--- src/rtl/noc_rr_timeout_arbiter.sv ---
// noc_rr_timeout_arbiter
//   N-input output-port arbiter for the NoC router. It grants one requester at
//   a time with rotating round-robin priority. Each grant is bounded by a
//   per-input limit, loaded from the length field of that input's head flit.
//   A limit of 0 lets the owner hold the grant for as long as it requests.
//
// Ports
//   clk        clock, rising edge
//   rst        synchronous, active-high reset
//   req        per-channel level request
//   flit_id    per-channel flit type, channel i = [i*ID_W +: ID_W]
//   length     per-channel packet length, channel i = [i*LEN_W +: LEN_W]
//   grant      registered one-hot grant, all-zero when idle
//   grant_idx  index of the granted channel, 0 when idle
//   busy       high whenever any grant is active
//   timeout    1-cycle pulse after a grant was released by its limit
module noc_rr_timeout_arbiter #(
    parameter int unsigned       NUM_PORTS = 5,
    parameter int unsigned       LEN_W     = 12,
    parameter int unsigned       ID_W      = 3,
    parameter logic [ID_W-1:0]   HEAD_ID   = ID_W'(1)
) (
    input  logic                          clk,
    input  logic                          rst,
    input  logic [NUM_PORTS-1:0]          req,
    input  logic [NUM_PORTS*ID_W-1:0]     flit_id,
    input  logic [NUM_PORTS*LEN_W-1:0]    length,
    output logic [NUM_PORTS-1:0]          grant,
    output logic [$clog2(NUM_PORTS)-1:0]  grant_idx,
    output logic                          busy,
    output logic                          timeout
);

    localparam int unsigned IDX_W = $clog2(NUM_PORTS);

    typedef enum logic {
        S_IDLE  = 1'b0,
        S_GRANT = 1'b1
    } state_e;

    state_e            state_q;
    logic [IDX_W-1:0]  rr_ptr;
    logic [LEN_W-1:0]  hold_cnt;
    logic [LEN_W-1:0]  limit_q [NUM_PORTS];

    logic [IDX_W-1:0]  next_p_c;
    logic [IDX_W-1:0]  start_c;
    logic [IDX_W-1:0]  pick_c;
    logic              found_c;
    logic [LEN_W-1:0]  cur_limit_c;
    logic              expire_c;
    logic              keep_c;

    // (base + off) mod NUM_PORTS, for off < NUM_PORTS
    function automatic logic [IDX_W-1:0] wrap_add(input logic [IDX_W-1:0] base,
                                                   input int unsigned     off);
        int unsigned s;
        s = 32'(base) + off;
        if (s >= NUM_PORTS) begin
            s = s - NUM_PORTS;
        end
        return IDX_W'(s);
    endfunction

    // Round-robin search: from rr_ptr when idle, from the owner's successor on release
    always_comb begin
        next_p_c = wrap_add(grant_idx, 1);
        start_c  = (state_q == S_GRANT) ? next_p_c : rr_ptr;
        found_c  = 1'b0;
        pick_c   = '0;
        for (int unsigned k = 0; k < NUM_PORTS; k++) begin
            if (!found_c && req[wrap_add(start_c, k)]) begin
                found_c = 1'b1;
                pick_c  = wrap_add(start_c, k);
            end
        end
    end

    // Limit check for the current owner. A >= compare keeps the grant bounded
    // when a head flit shrinks the limit below the cycles already held.
    always_comb begin
        cur_limit_c = limit_q[grant_idx];
        expire_c    = (cur_limit_c != '0) && (hold_cnt >= (cur_limit_c - LEN_W'(1)));
        keep_c      = req[grant_idx] && !expire_c;
    end

    // Grant state machine, limit latches and registered outputs
    always_ff @(posedge clk) begin
        if (rst) begin
            state_q   <= S_IDLE;
            grant     <= '0;
            grant_idx <= '0;
            busy      <= 1'b0;
            timeout   <= 1'b0;
            rr_ptr    <= '0;
            hold_cnt  <= '0;
            for (int unsigned i = 0; i < NUM_PORTS; i++) begin
                limit_q[i] <= '0;
            end
        end else begin
            for (int unsigned i = 0; i < NUM_PORTS; i++) begin
                if (flit_id[i*ID_W +: ID_W] == HEAD_ID) begin
                    limit_q[i] <= length[i*LEN_W +: LEN_W];
                end
            end

            timeout <= 1'b0;

            case (state_q)
                S_IDLE: begin
                    if (found_c) begin
                        state_q   <= S_GRANT;
                        grant     <= NUM_PORTS'(1) << pick_c;
                        grant_idx <= pick_c;
                        busy      <= 1'b1;
                        hold_cnt  <= '0;
                    end
                end

                S_GRANT: begin
                    if (keep_c) begin
                        // saturate rather than wrap in unlimited mode
                        if (hold_cnt != '1) begin
                            hold_cnt <= hold_cnt + LEN_W'(1);
                        end
                    end else begin
                        // still requesting here means the limit forced the release
                        timeout  <= req[grant_idx];
                        rr_ptr   <= next_p_c;
                        hold_cnt <= '0;
                        if (found_c) begin
                            grant     <= NUM_PORTS'(1) << pick_c;
                            grant_idx <= pick_c;
                            busy      <= 1'b1;
                        end else begin
                            state_q   <= S_IDLE;
                            grant     <= '0;
                            grant_idx <= '0;
                            busy      <= 1'b0;
                        end
                    end
                end

                default: begin
                    state_q <= S_IDLE;
                end
            endcase
        end
    end

endmodule

--- config.mk ---
export PLATFORM = sky130hd
export DESIGN_NAME = noc_rr_timeout_arbiter
export DESIGN_NICKNAME = d
export VERILOG_FILES = /design/src/rtl/noc_rr_timeout_arbiter.sv
export SDC_FILE = /design/constraint.sdc
export NUM_CORES = 1
export LEC_CHECK = 0
export BUFFER_PORTS_ARGS = -buffer_cell sky130_fd_sc_hd__buf_2
export CORE_ASPECT_RATIO = 1.1
export CORE_MARGIN = 2
export CORE_UTILIZATION = 29
export CTS_BUF_LIST = sky130_fd_sc_hd__clkbuf_4
export DETAILED_ROUTE_END_ITERATION = 10
export GPL_TIMING_DRIVEN = 0
export PLACE_DENSITY = 0.5
export REMOVE_ABC_BUFFERS = 1
export SYNTH_ARGS = -nofsm -noshare
export SYNTH_HDL_FRONTEND = slang
export SYNTH_SLANG_ARGS = --single-unit
--- constraint.sdc ---
create_clock -name clk -period 6.4 [get_ports clk]
set_input_delay 0.32 -clock clk [delete_from_list [all_inputs] [get_ports clk]]
set_output_delay 0.32 -clock clk [all_outputs]
set_load 0.01 [all_outputs]
==> results of run 1 <==
==> kinds of logic after synthesis <==
kind of cell               share of synthesized area, %
DFF                                               42.39
muxes                                             10.60
xor gates and xnor gates                          5.009
and+or+nand+nor                                   21.75
AOI/OAI and AO/OA                                 11.69
buffers and inverters                             2.872
adders and majority gates                         5.699
==> power by group <==
group | total (mW) | internal [mW] | switching [mW] | leakage (nW)
sequential | 0.767 | 0.690 | 0.0772 | 0.828
clock | 0.328 | 0.0961 | 0.232 | 0.0812
combinational | 1.70 | 0.728 | 0.977 | 1.68
==> worst paths after layout <==
check,startpoint,endpoint,slack [ps],cells past startpoint
worst max-delay path,grant_idx[0],grant_idx[0],670,16
worst min-delay path,length[12],limit_q[1][0],90,2
worst max register to register,grant_idx[0],grant_idx[0],670,16
worst min register to register,grant[4],grant[4],450,2
==> cells in the final DEF, fill, tap and decap left out, types with 7 or more instances in the layout <==
cell type and n:
edfxtp_1 60, xor2_1 16, dfxtp_1 29, nor2_1 40, and3_1 8, o21ai_0 11, inv_1 16, nor3_1 10
nor3b_1 7, xnor2_1 13, mux2i_1 28, and2_1 65, a21oi_1 14, nand2b_1 14, nand2_1 32, buf_2 91
mux4_2 12, clkbuf_4 9, ha_1 24, a21o_1 7, a211oi_1 8, nand3_1 18
==> cells in the mapped netlist (11+ instances only) <==
| master | number |
|---|---|
| a21oi_1 | 15 |
| and2_1 | 65 |
| clkbuf_1 | 11 |
| dfxtp_1 | 29 |
| edfxtp_1 | 60 |
| ha_1 | 24 |
| inv_1 | 16 |
| mux2i_1 | 28 |
| mux4_2 | 12 |
| nand2_1 | 32 |
| nand2b_1 | 14 |
| nand3_1 | 18 |
| nor2_1 | 40 |
| o21ai_0 | 11 |
| xnor2_1 | 13 |
| xor2_1 | 16 |
==> flip-flops by register name, summed over array words and instances (netlist names), named ones only <==
signal,count
timeout,1
state_q,1
rr_ptr,3
limit_q,60
grant,5
hold_cnt,12
busy,1
grant_idx,3
==> worst max-delay path: stages (launching register included) <==
cell,delay (ps)
dfxtp_1,680
inv_1,150
ha_1,230
and4b_1,200
a31o_1,240
a211oi_4,520
inv_1,260
fa_1,550
a21boi_0,230
xnor2_1,300
mux2_2,370
mux2i_1,360
nand2_1,170
nand4bb_2,500
nand2_1,250
nand2_1,310
o22ai_1,320
==> what timing repair did <==
| action | in CTS | in global routing |
|---|---|---|
| resized for setup | 0 | 1 |
| endpoints found under the setup margin | 0 | 2 |
| setup buffers | 0 | 0 |
==> metrics by stage <==
| step | setup WS [ps] | power (mW) | instances | util, % | hold WS [ps] |
|---|---|---|---|---|---|
| 3_5_place_dp | 503.9 | 2.463 | 852 | 33.20 | 436.9 |
| 3_3_place_gp | 575.3 | 2.431 | 851 | 33.04 | 440.7 |
| 6_report | 666.0 | 2.800 | 869 | 34.01 | 93.87 |
| 5_1_grt | 92.30 | 3.055 | 869 | 34.01 | 53.98 |
| 2_1_floorplan | 1627 | 2.074 | 513 | - | 389.1 |
| 4_1_cts | 464.1 | 2.801 | 868 | 33.97 | 52.50 |
==> routing by layer <==
metal	wire, um	global-route usage (%)
met1	6086	17.77
met2	6219	21.80
met3	583	2.642
met4	232	5.208
met5	0	0
==> cell type report <==
class	instances	area, um^2	share of cell area (%)
multi-input combinational	407	3093	47.79
sequential	89	2382	36.81
clock buffer	9	67.56	1.044
clock inverter	7	78.83	1.218
inverter	17	63.81	0.9859
timing repair buffer	92	475.5	7.346
tap	247	309.0	4.775
antenna	1	2.502	0.03866
==> metrics, run 1 <==
status=completed; dpl cell area=6319 um^2; period utilization=89.59%; Num CTS Buffers=9; largest net degree at the start of global routing=56; initial antenna violation count=1; drc violations=0; Final GP Congestion=0.8232; Rows=53; GRT Util Overall=13.50%; Max Cap Viol=0; clock-pin slew on the worst setup and hold paths=190 ps; Post-DRT Antenna Nets=0; layout cells sized above 1=23.03%; Leak=2.586 nW; Final Hold Vio Count=0; RSZ-0062 raised after global routing=false; endpoints failing setup=0; Distinct cells, synth=72; Mapped Area=5620 um^2; Final Skew=21.60 ps; fmax=174.4 MHz; Filler cells=1909; top-level I/O count=92; syn_area_per_cell=10.54 um^2; synth top area cells=edfxtp_1 (32%), dfxtp_1 (10%), and2_1 (7.2%); kind of end point of the critical path=register; largest area contributor in the netlist=edfxtp_1; ys flop type=edfxtp_1; core area=19030 um^2; global-route wire length before repair=21690 um; fin. max-slew vios=0; DP HPWL=9927 um; Worst slew margin=32.37%; Post-synth EDFFs=60; peak supply drop=287.2 uV; Die ar.=20510 um^2; synthesis-to-finish area growth=15.16%; final net count=723; sequential-to-total area share from yosys stat=42.39%; Hold Buf Count CTS=0; Starting Density=29.53%; post-DR vias/cell=4.854; ys async rst share=0%; worst endpoint required time=6790 ps; Sink Count=89; crit-path max FO=13; Die Y=150.0 um; detailed-router iteration count before antenna repair=5; FF+latch count, synth=89; DRT iter0 DRCs=170; post-synth top area share=32.06%; H-tree levels=3; min cycle time layout=5734 ps; I/O Buffers=91; GR Overflow Total=0; DIE WIDTH=136.7 um; vias in the first global route=4314; DR vias=4218; WL/cell=15.10 um; Synth Instances=533; pwr dens=432.5 nW/um^2; design area=6472 um^2; Worst-Skew Late Latency=480 ps; CP arrival=6120 ps; final wirelength=13120 um; CP Class=register to register; Hold Path Class=input port to register; kind of start point of the critical path=register; Worst-Margin Slew=1012 ps; CTS Buffer Depth=2; CTS tree=yes; Yosys warning total=0; setup TNS=0 ps; CTS Root Cell=clkbuf_4
Note: power is estimated with default switching activity, not from simulation.
==> run 2, diff against run 1 <==
Settings changed: ABC_CLOCK_PERIOD_IN_PS from default to 6400, CTS_BUF_LIST sky130_fd_sc_hd__clkbuf_4 to sky130_fd_sc_hd__clkbuf_2 sky130_fd_sc_hd__clkbuf_4 sky130_fd_sc_hd__clkbuf_8.
==> metrics, run 2 (same netlist as run 1, synthesis figures left out) <==
fin. max-slew vios=0; H-tree levels=3; Fin Hold WS=193.9 ps; kind of end point of the critical path=register; core area=19030 um^2; Final GP Congestion=0.8232; CTS tree=yes; Worst Path Buf+Inv=2; Clk pwr share=14.0%; largest net degree at the start of global routing=56; final core utilization=34.26%; CTS Root Cell=clkbuf_8; top-level I/O count=92; vias in the first global route=4311; CTS Buffer Depth=2; Comb pwr share=59.2%; Critical-path top delay cell=dfxtp_1; global-route wire length before repair=21710 um; pwr dens=438.2 nW/um^2; status=completed; setup TNS=0 ps; Switching Share=45.02%; DP HPWL=9927 um; sequential power share=26.8%; Worst Hold End=limit_q[1][0]; Layout Cells excl Fill=868; Die Y=150.0 um; post-CTS resize count=0; Die ar.=20510 um^2; max reg flops=60; hold_sp=length[12]; Worst-Margin Slew=1012 ps; WL/cell=15.09 um; placed insts=852; crit-path max FO=13; n_diodes=0; CP Class=register to register; Hold Crit Depth=2; I/O Buffers=91; Hold Path Class=input port to register; commonest non-fill, non-tap cell in the layout=buf_2; Psw=1.287 mW; CP arrival=6130 ps; worst path cell trace=inv_1 -> ha_1 -> and4b_1 -> a31o_1 -> a211oi_4 -> inv_1 -> fa_1 -> a21boi_0 -> xnor2_1 -> mux2_2 -> mux2i_1 -> nand2_1 -> nand4bb_1 -> nand2_1 -> nand2_1 -> o21ai_0; Worst slew margin=32.37%; Leak=2.608 nW; final wirelength=13100 um; Max Cap Viol=0; Filler cells=1894; Sink Count=89; P_int=1.571 mW; layout cells sized above 1=22.87%; drc violations=0; Top Registers=limit_q: 60 flops, hold_cnt: 12 flops, grant: 5 flops; post-DR vias/cell=4.835; kind of start point of the critical path=register; Final Hold Vio Count=0; DR vias=4197; synthesis-to-finish area growth=16.03%; fmax=170.9 MHz; Rows=53; worst endpoint required time=6680 ps; detailed-router iteration count before antenna repair=4; reg2reg path depth=16; commonest non-fill, non-tap cells in the layout=buf_2 (91), and2_1 (65), edfxtp_1 (60); DRT iter0 DRCs=178; post-CTS setup buffers=0; GR Overflow Total=0; peak supply drop=285.5 uV; endpoints failing setup=0; period utilization=91.41%; GRT Util Overall=13.56%; Post-DRT Antenna Nets=0; min cycle time layout=5850 ps; clock-pin slew on the worst setup and hold paths=120 ps; critical path's most frequent cell=nand2_1; final net count=723; Worst-Skew Late Latency=390 ps; Hold Buf Count CTS=0; reg2reg start=grant_idx[0]; Num CTS Buffers=9; Biggest register=limit_q; Starting Density=29.53%; RSZ-0062 raised after global routing=false; Top delay family on crit path=simple AND/OR/NAND/NOR gates; Largest stage delay, worst path=660 ps; Final Skew=16.04 ps; Tot Pwr=2.858 mW; DIE WIDTH=136.7 um; flop-to-flop setup slack=550 ps; initial antenna violation count=0
-- run 2: changes by cell type in the layout (fill, tap and decap cells not counted), sizes merged --
| cell | before | now |
|---|---|---|
| diode | 1 | 0 |
-- run 2: final cells by class --
class / count / area (um^2) / share of cell area [%]
Tap cell: 247 / 309.0 / 4.739
Clock buffer: 9 / 123.9 / 1.899
Inverter: 17 / 63.81 / 0.9785
Multi-Input combinational cell: 407 / 3088 / 47.35
Sequential cell: 89 / 2382 / 36.53
Clock inverter: 7 / 78.83 / 1.209
Timing Repair Buffer: 92 / 475.5 / 7.291
-- run 2: through the flow --
step	area (um^2)	setup slack, ps
detailed placement	6319	503.9
global route	6521	10.52
finish	6521	549.5
floorplan	5523	1627
global placement	6287	575.3
CTS	6521	472.7
-- run 2: worst register-to-register path, stage by stage, from the launching register on --
cell       delay [ps]
dfxtp_1           660
inv_1             150
ha_1              230
and4b_1           200
a31o_1            240
a211oi_4          510
inv_1             260
fa_1              550
a21boi_0          240
xnor2_1           300
mux2_2            370
mux2i_1           360
nand2_1           160
nand4bb_1         580
nand2_1           320
nand2_1           320
o21ai_0           330
-- run 2: per-layer routing --
layer	up-vias	GRT usage [%]	wire length (um)	part of all wire, %
met2	94	21.83	6208	47
met3	15	3.455	573	4.4
met5	-	0	0	0
li1	2117	-	-	-
met4	0	4.219	210	1.6
met1	1971	17.81	6106	47
-- run 2: power by group through the flow --
stage / Combinational, mW / Clock [mW] / Sequential, mW
2_1_floorplan: 1.31 / 0 / 0.762
3_3_place_gp: 1.65 / 0 / 0.781
3_5_place_dp: 1.68 / 0 / 0.783
4_1_cts: 1.69 / 0.414 / 0.770
5_1_grt: 1.90 / 0.437 / 0.781
6_report: 1.69 / 0.399 / 0.767
-- run 2: worst max path at each step --
stage                            start           end  cells past startpoint
after CTS                 grant_idx[0]      register                     16
after floorplan           grant_idx[0]      register                     16
after detailed placement  grant_idx[0]  grant_idx[2]                     16
after global routing      grant_idx[0]  grant_idx[0]                     16
final                     grant_idx[0]      register                     16
after global placement    grant_idx[0]      register                     16
==> run 3, diff against run 2 <==
Settings changed: ABC_AREA from default to 1, PLACE_DENSITY 0.5 to default.
==> metrics, run 3 <==
worst endpoint required time=6660 ps; min cycle time layout=4424 ps; DIE WIDTH=139.3 um; Top delay family on crit path=simple AND/OR/NAND/NOR gates; Yosys warning total=0; post-synthesis mux area share=0%; largest area contributor in the netlist=edfxtp_1; FF+latch count, synth=89; Max Cap Viol=0; post-synthesis compound-gate area fraction=9.336%; Comb pwr share=58.7%; post-CTS setup buffers=0; simple-gate area share of the yosys netlist=31.52%; Synth Instances=775; Largest stage delay, worst path=940 ps; placed insts=1098; commonest non-fill, non-tap cell in the layout=nand2_1; Worst-Margin Slew=936.8 ps; Sink Count=89; max reg flops=60; kind of end point of the critical path=register; layout cells sized above 1=18.45%; Tot Pwr=2.915 mW; synth top area cells=edfxtp_1 (31%), dfxtp_1 (9.9%), nand2_1 (9.3%); Hold Path Class=input port to register; Worst Path Buf+Inv=4; Top Registers=limit_q: 60 flops, hold_cnt: 12 flops, grant: 5 flops; Num CTS Buffers=9; CP Class=register to register; Synth Area in Adders=5.482%; commonest non-fill, non-tap cells in the layout=nand2_1 (145), nor2_1 (127), inv_1 (118); Post-DRT Antenna Nets=0; Post-synth EDFFs=60; Distinct cells, synth=47; largest net degree at the start of global routing=36; Multi-input gate area=2874 um^2; Mapped Area=5843 um^2; fin. max-slew vios=0; Die ar.=21300 um^2; Final GP Congestion=0.8256; syn_area_per_cell=7.539 um^2; Switching Share=49.45%; WL/cell=12.54 um; DRT iter0 DRCs=221; Leak=3.211 nW; CTS Root Cell=clkbuf_8; final wirelength=13970 um; GRT Util Overall=13.19%; Sequential cell area=2382 um^2; Starting Density=29.52%; Hold Buf Count CTS=0; fmax=226.1 MHz; post-CTS resize count=0; final net count=964; sequential power share=26.4%; DR vias=5071; peak supply drop=256.2 uV; Biggest register=limit_q; core area=19800 um^2; setup TNS=0 ps; crit-path max FO=25; ys flop type=edfxtp_1; hold_sp=length[0]; CTS Buffer Depth=2; largest family of logic cells by synthesized area=simple AND/OR/NAND/NOR gates; Final Skew=10.43 ps; CTS tree=yes; kind of start point of the critical path=register; P_int=1.473 mW; Final Hold Vio Count=0; GR Overflow Total=0; Worst-Skew Late Latency=370 ps; Worst slew margin=37.46%; global-route wire length before repair=23110 um; endpoints failing setup=0; synthesis-to-finish area growth=15.55%; top-count cell post-synth=nand2_1; I/O Buffers=91; Psw=1.441 mW; Rows=54; H-tree levels=3; XOR/XNOR Fraction of Synth Area=2.827%; detailed-router iteration count before antenna repair=5; design area=6751 um^2; pwr dens=431.7 nW/um^2; sequential-to-total area share from yosys stat=40.77%; DP HPWL=10670 um; dpl cell area=6530 um^2; clock-pin slew on the worst setup and hold paths=90 ps; top-level I/O count=92; period utilization=69.12%; n_diodes=0; Filler cells=2081; Clk pwr share=14.8%; post-synth top area share=30.84%; post-DR vias/cell=4.552; ys async rst share=0%; initial antenna violation count=0; vias in the first global route=4819; status=completed; Die Y=152.9 um; Layout Cells excl Fill=1114; Critical-path top delay cell=dfxtp_1; critical path's most frequent cell=nand2_1; RSZ-0062 raised after global routing=false; CP arrival=4680 ps; drc violations=0; commonest cells in the synthesized netlist=nand2_1 (145), nor2_1 (127), inv_1 (118)
## run 3: cell types whose count changed after synthesis, sizes merged, moves of 28 or more
| cell | delta |
|---|---|
| mux2i | -28 |
| nand3 | +43 |
| and2 | -64 |
| inv | +109 |
| nand2 | +126 |
| o21ai | +39 |
| nor2 | +89 |
## run 3: stage by stage
stage	hold slack, ps	utilization, %	setup slack (ps)
2_1_floorplan	382.4	-	2881
4_1_cts	226.9	34.10	1874
5_1_grt	237.7	34.10	1540
6_report	242.5	34.10	1976
3_5_place_dp	439.3	32.99	1930
3_3_place_gp	436.1	32.84	1930
## run 3: layout make-up
| cell class | count | share of cell area [%] |
|---|---|---|
| multi-input cells | 539 | 42.57 |
| well taps | 252 | 4.670 |
| clock buffers | 10 | 1.946 |
| repair buffers | 92 | 7.153 |
| clock inverters | 6 | 1.334 |
| flip-flops and latches | 89 | 35.29 |
| inverters | 126 | 7.042 |
## run 3: worst register-to-register path: cells and delay by family (launching register included)
family                     cells  cell delay (ps)
buffers and inverters          4              560
xor gates and xnor gates       1              150
adders and majority gates      2              470
DFF                            1              940
AOI/OAI and AO/OA              6              930
and+or+nand+nor               13             1290
## run 3: power by group through the flow
stage                     combinational, mW  sequential [mW]  clock [mW]
after floorplan                        1.31            0.765           0
after global placement                 1.69            0.785           0
after detailed placement               1.71            0.784           0
after CTS                              1.72            0.772       0.445
after global routing                   1.96            0.782       0.462
final                                  1.71            0.771       0.432
## run 3: layer usage
metal / track usage [%] / wire length, um / vias up
met5: 0 / 0 / -
met4: 3.608 / 161 / 0
met3: 2.287 / 699 / 13
met2: 23.34 / 6755 / 135
met1: 16.52 / 6357 / 2242
li1: - / - / 2681
## run 3: cells by family (layout without fill, tap and decap cells)
| family | Yosys count | count (layout) |
|---|---|---|
| AOI/OAI and AO/OA | 94 | 94 |
| DFF | 89 | 89 |
| xor gates and xnor gates | 18 | 18 |
| buffers and inverters | 147 | 234 |
| and+or+nand+nor | 402 | 402 |
| adders and majority gates | 25 | 25 |
## run 3: worst paths after layout
path,end,slack (ps),cells after the start
worst max-delay path,rr_ptr[2],1980,26
worst min-delay path,limit_q[0][0],240,3
worst min register to register,grant[1],460,2
worst max register to register,rr_ptr[2],1980,26
